File: config.mk
export PLATFORM = sky130hd
export DESIGN_NAME = pipe_memory_flat
export DESIGN_NICKNAME = d
export VERILOG_FILES = /design/src/rtl/pipe_memory_if.sv /design/src/rtl/pipe_memory.sv /design/src/flat_wrapper.sv
export SDC_FILE = /design/constraint.sdc
export NUM_CORES = 1
export LEC_CHECK = 0
export BUFFER_PORTS_ARGS = -buffer_cell sky130_fd_sc_hd__buf_2
export CORE_MARGIN = 2
export CORE_UTILIZATION = 40
export CTS_BUF_LIST = sky130_fd_sc_hd__clkbuf_4
export CTS_CLUSTER_SIZE = 16
export DETAILED_ROUTE_END_ITERATION = 10
export GPL_TIMING_DRIVEN = 0
export PLACE_DENSITY = 0.63
export SKIP_LAST_GASP = 1
export SLEW_MARGIN = 20
export SYNTH_ARGS = -nofsm -noshare
export SYNTH_HDL_FRONTEND = slang
export SYNTH_SLANG_ARGS = --single-unit
File: constraint.sdc
create_clock -name Clock -period 5.1 [get_ports Clock]
set_input_delay 0.255 -clock Clock [delete_from_list [all_inputs] [get_ports Clock]]
set_output_delay 0.255 -clock Clock [all_outputs]
set_load 0.01 [all_outputs]
File: src/rtl/pipe_memory_if.sv
// Request/response bundle for pipe_memory: read and write ports plus status flags.
// The master drives requests. The slave (the memory) returns read data and status.
interface pipe_memory_if #(
    parameter int DATA_W = 20,
    parameter int ADDR_W = 5
);
    logic              rd_en;
    logic [ADDR_W-1:0] rd_addr;
    logic              wr_en;
    logic [ADDR_W-1:0] wr_addr;
    logic [DATA_W-1:0] wr_data;
    logic [DATA_W-1:0] rd_data;
    logic              rd_valid;
    logic              busy;
    logic              wr_err;

    modport master (
        output rd_en, rd_addr, wr_en, wr_addr, wr_data,
        input  rd_data, rd_valid, busy, wr_err
    );

    modport slave (
        input  rd_en, rd_addr, wr_en, wr_addr, wr_data,
        output rd_data, rd_valid, busy, wr_err
    );
endinterface

File: src/rtl/pipe_memory.sv
// Single-port-per-direction memory with a registered, write-first read path.
// After reset, every word is filled with INIT_VAL before any request is accepted.
module pipe_memory #(
    parameter int                 DATA_W   = 20,
    parameter int                 ADDR_W   = 5,
    parameter logic [DATA_W-1:0]  INIT_VAL = '0
) (
    input  logic           Clock,
    input  logic           Resetn,
    pipe_memory_if.slave   bus
);
    localparam int DEPTH = 2 ** ADDR_W;
    localparam logic [ADDR_W-1:0] LAST_ADDR = ADDR_W'(DEPTH - 1);

    typedef enum logic {CLEAR, READY} state_t;

    state_t            state;
    logic [ADDR_W-1:0] clr_ptr;
    logic [DATA_W-1:0] rd_data;
    logic              rd_valid;
    logic              wr_err;
    logic [DATA_W-1:0] mem [DEPTH];

    assign bus.rd_data  = rd_data;
    assign bus.rd_valid = rd_valid;
    assign bus.wr_err   = wr_err;
    assign bus.busy     = (state == CLEAR);

    // Control FSM and read register
    always_ff @(posedge Clock) begin
        if (!Resetn) begin
            state    <= CLEAR;
            clr_ptr  <= '0;
            rd_data  <= '0;
            rd_valid <= 1'b0;
            wr_err   <= 1'b0;
        end else begin
            rd_valid <= 1'b0;
            case (state)
                CLEAR: begin
                    if (bus.wr_en)
                        wr_err <= 1'b1;
                    // The pointer parks on the last word; only reset returns it to 0.
                    if (clr_ptr == LAST_ADDR)
                        state <= READY;
                    else
                        clr_ptr <= clr_ptr + 1'b1;
                end
                READY: begin
                    if (bus.rd_en) begin
                        rd_valid <= 1'b1;
                        if (bus.wr_en && (bus.wr_addr == bus.rd_addr))
                            rd_data <= bus.wr_data;
                        else
                            rd_data <= mem[bus.rd_addr];
                    end
                end
                default: state <= CLEAR;
            endcase
        end
    end

    // Storage array: the reset edge itself leaves contents untouched
    always_ff @(posedge Clock) begin
        if (Resetn) begin
            if (state == CLEAR)
                mem[clr_ptr] <= INIT_VAL;
            else if (bus.wr_en)
                mem[bus.wr_addr] <= bus.wr_data;
        end
    end
endmodule
File: src/flat_wrapper.sv
// flat-port wrapper written by rule: the top's interface ports become plain ports
module pipe_memory_flat 
#(
    parameter int                 DATA_W   = 20,
    parameter int                 ADDR_W   = 5,
    parameter logic [DATA_W-1:0]  INIT_VAL = '0
)
  (Clock, Resetn, bus_rd_en, bus_rd_addr, bus_wr_en, bus_wr_addr, bus_wr_data, bus_rd_data, bus_rd_valid, bus_busy, bus_wr_err);
  pipe_memory_if #(.DATA_W(DATA_W), .ADDR_W(ADDR_W)) bus_i ();
  input  logic Clock;
  input  logic Resetn;
  input wire logic [$bits(bus_i.rd_en)-1:0] bus_rd_en;
  input wire logic [$bits(bus_i.rd_addr)-1:0] bus_rd_addr;
  input wire logic [$bits(bus_i.wr_en)-1:0] bus_wr_en;
  input wire logic [$bits(bus_i.wr_addr)-1:0] bus_wr_addr;
  input wire logic [$bits(bus_i.wr_data)-1:0] bus_wr_data;
  output wire logic [$bits(bus_i.rd_data)-1:0] bus_rd_data;
  output wire logic [$bits(bus_i.rd_valid)-1:0] bus_rd_valid;
  output wire logic [$bits(bus_i.busy)-1:0] bus_busy;
  output wire logic [$bits(bus_i.wr_err)-1:0] bus_wr_err;
  assign bus_i.rd_en = bus_rd_en;
  assign bus_i.rd_addr = bus_rd_addr;
  assign bus_i.wr_en = bus_wr_en;
  assign bus_i.wr_addr = bus_wr_addr;
  assign bus_i.wr_data = bus_wr_data;
  assign bus_rd_data = bus_i.rd_data;
  assign bus_rd_valid = bus_i.rd_valid;
  assign bus_busy = bus_i.busy;
  assign bus_wr_err = bus_i.wr_err;
  pipe_memory #(.DATA_W(DATA_W), .ADDR_W(ADDR_W), .INIT_VAL(INIT_VAL)) u_core (.Clock(Clock), .Resetn(Resetn), .bus(bus_i));
endmodule
==> metrics.md <==
| Metric | Value |
|---|---|
| Worst skew pair latency | 0.98 ns |
| Via count | 15600 |
| Clock sinks | 668 |
| Core ar. | 65700 µm² |
| Cts hold-fix bufs | 22 |
| Maxcap violations | 0 |
| Distinct cell type count after synthesis | 48 |
| Worst reg-to-reg setup slack | 1.88 ns |
| Placed cell area | 28600 µm² |
| Post-synth top area share | 72.5% |
| Post-route design area | 31000 µm² |
| Routability Congestion | 0.839 |
| Worst Hold Class | in2reg |
| PortBufs | 55 |
| Vias/cell | 5.57 |
| Max FO, Critical Path | 20 |
| Max clock buf depth | 3 |
| Peak VDD IR | 0.000233 V |
| Largest net degree at the start of global routing | 34 |
| Most frequent cell after synthesis | edfxtp_1 |
| Antenna Violating Nets Remaining | 0 |
| Critical path required time | 5.64 ns |
| EDFF count, synth | 640 |
| Die area | 68400 µm² |
| Area growth from synthesis to layout | 16.7% |
| Slew @ Worst Pin | 1.11 ns |
| CP startpoint kind | flop |
| Antenna violations before repair | 2 |
| Wire per inst | 25.9 µm |
| Number of setup buffers added after CTS | 0 |
| Dpl hpwl | 45.7 mm |
| Vias in the first global route | 15700 |
| Worst reg2reg path startpoint | u_core.state$_SDFF_PN0_ |
| Synth top cells by count | edfxtp_1 (640), mux2i_1 (227), a22oi_1 (87) |
| # setup viols final | 0 |
| Min-delay src | bus_wr_data[19] |
| Critical path's slowest cell | nor2_4 |
| Grt ovf | 0 |
| Nets | 1839 |
| Yosys warns | 0 |
| Arrival @ worst endpoint | 3.76 ns |
| Sequential area share after synthesis | 74.6% |
| CTS resizes | 0 |
| Mapped Nets | 1573 |
| Die Y-Extent | 262 µm |
| Worst hold path depth | 2 |
| Fmax | 310 MHz |
| Ratio of cells with drive above 1 in the final layout | 27.1% |
| R2R depth | 7 |
| Crit path kind | reg2reg |
| Final Instance Count excl. Fillers | 2794 |
| Post-synth top flop | edfxtp_1 |
| Worst setup EP type | flop |
| Most common cell on crit path | clkbuf_1 |
| I/O pin count | 57 |
| Count of final max-slew check failures | 0 |
| Wire length of the first global-routing pass | 104 mm |
| DRT iter0 DRCs | 1308 |
| Starting Density | 40.3% |
| Placed Cells | 2476 |
| CTS root buf | clkbuf_4 |
| Status | finished, final reports clean |
| Average size of a mapped cell | 17.3 µm² |
| Filler cell count in the final layout | 5551 |
| Hold Path End | u_core.mem[12][19]$_DFFE_PP_ |
| CTS tree | yes |
| Power Dens Cells | 353 nW/µm² |
| Synthesized area | 26500 µm² |
| Worst-path clk slew | 0.08 ns |
| CTS Buf Count | 165 |
| Critical-path cell list | clkbuf_1, inv_1, nor3b_1, o21ai_0, or2_2, clkbuf_1, nor2_4 |
| DR pass1 iterations | 5 |
| Final period util | 63.2% |
| Tmin final | 3.22 ns |
| Register bit count reported by yosys | 668 |
| Clk_skew | 0.0472 ns |
| Post-synth top area cell | edfxtp_1 |
| P_leak | 9.90 nW |
| Die width | 262 µm |
| H-Tree Depth | 4 |
| Final Hold Fails | 0 |
| Synth area leaders | edfxtp_1 (72%), mux2i_1 (8.6%), a22oi_1 (2.5%), dfxtp_1 (2.1%), mux2_2 (2.1%) |
| Routed Wire Length | 72.3 mm |
| Setup tns final | 0 ns |
| FFs w/ async S/R, synth | 0% |
| Core Rows | 94 |
| Unrepaired setup endpoints after global routing | false |
| Max_slew headroom | 26.3% |
| Total GRT Usage | 21.4% |
| Mapped Cells | 1537 |
| Residual DRC count | 0 |
| Worst flop-to-flop path endpoint | u_core.mem[9][3]$_DFFE_PP_ |
| Max incr delay on CP | 0.77 ns |
flip-flops by register name, indices dropped and copies added (netlist names):
name and flops:
u_core.mem 640, u_core.bus.rd_data 20, u_core.clr_ptr 5, u_core.bus.rd_valid 1, u_core.bus.wr_err 1, u_core.state 1
cell type report:
class | instances | area (µm²) | share of cell area (%)
inverter | 3 | 11.3 | 0.0364
clock inverter | 48 | 272 | 0.877
antenna | 4 | 10.0 | 0.0323
clock buffer | 242 | 1820 | 5.87
buffer | 95 | 490 | 1.58
sequential | 668 | 19800 | 63.9
tap | 864 | 1080 | 3.49
timing repair buffer | 99 | 986 | 3.19
multi-input combinational | 771 | 6510 | 21.0
where the power goes:
part           leakage, nW  total, mW  switching, mW  internal, mW
clock network         1.25       4.44           2.12          2.32
logic                 3.34      0.512          0.341         0.170
registers             5.31       5.97         0.0120          5.96
total                 9.90       10.9           2.47          8.45
worst max-delay path by stage:
stage	start	to	cells past startpoint
after floorplan	u_core.state$_SDFF_PN0_	u_core.mem[1][0]$_DFFE_PP_	7
after CTS	u_core.state$_SDFF_PN0_	u_core.mem[9][3]$_DFFE_PP_	7
after global routing	u_core.state$_SDFF_PN0_	u_core.mem[9][3]$_DFFE_PP_	7
final	u_core.state$_SDFF_PN0_	u_core.mem[9][3]$_DFFE_PP_	7
after detailed placement	bus_rd_addr[1]	u_core.bus.rd_data[0]$_SDFFE_PN0P_	9
after global placement	u_core.state$_SDFF_PN0_	u_core.mem[29][3]$_DFFE_PP_	7
cell families after synthesis:
family,share of synthesized area [%]
compound gates,6.51
xor+xnor,0.165
fa+ha+maj,0.0943
buf+inv,1.89
flops,74.6
mux,12.3
simple gates,4.45
cell usage in the layout (no fill, tap or decap), types with 38 or more instances in the layout:
| cell type | Yosys | layout |
|---|---|---|
| a211oi_1 | 38 | 38 |
| a22oi_1 | 87 | 87 |
| buf_2 | 22 | 77 |
| clkbuf_1 | 45 | 45 |
| clkbuf_4 | 0 | 242 |
| edfxtp_1 | 640 | 640 |
| mux2_2 | 49 | 49 |
| mux2i_1 | 227 | 227 |
| nand2_1 | 59 | 59 |
worst max-delay path, delay by kind of cell (launching register included):
family          cells  cell delay (ns)
buf+inv             3             0.96
simple gates        3             1.36
compound gates      1             0.12
flops               1             0.36
metal layers:
layer / wire, µm / global-route usage, %
met1: 29800 / 28.0
met2: 35000 / 34.5
met3: 5630 / 4.69
met4: 1840 / 9.15
met5: 0 / 0
through the flow:
step | setup slack (ns) | hold WS (ns) | power [mW] | util, %
global placement | 0.921 | 0.437 | 6.56 | 42.4
floorplan | 2.32 | 0.422 | 6.38 | -
finish | 1.88 | 0.0381 | 10.9 | 47.1
global route | 1.75 | 0.0182 | 11.3 | 47.1
CTS | 1.92 | 0.0415 | 11.0 | 47.0
detailed placement | 1.78 | 0.445 | 6.58 | 43.5
(Power assumes the default switching activity.)
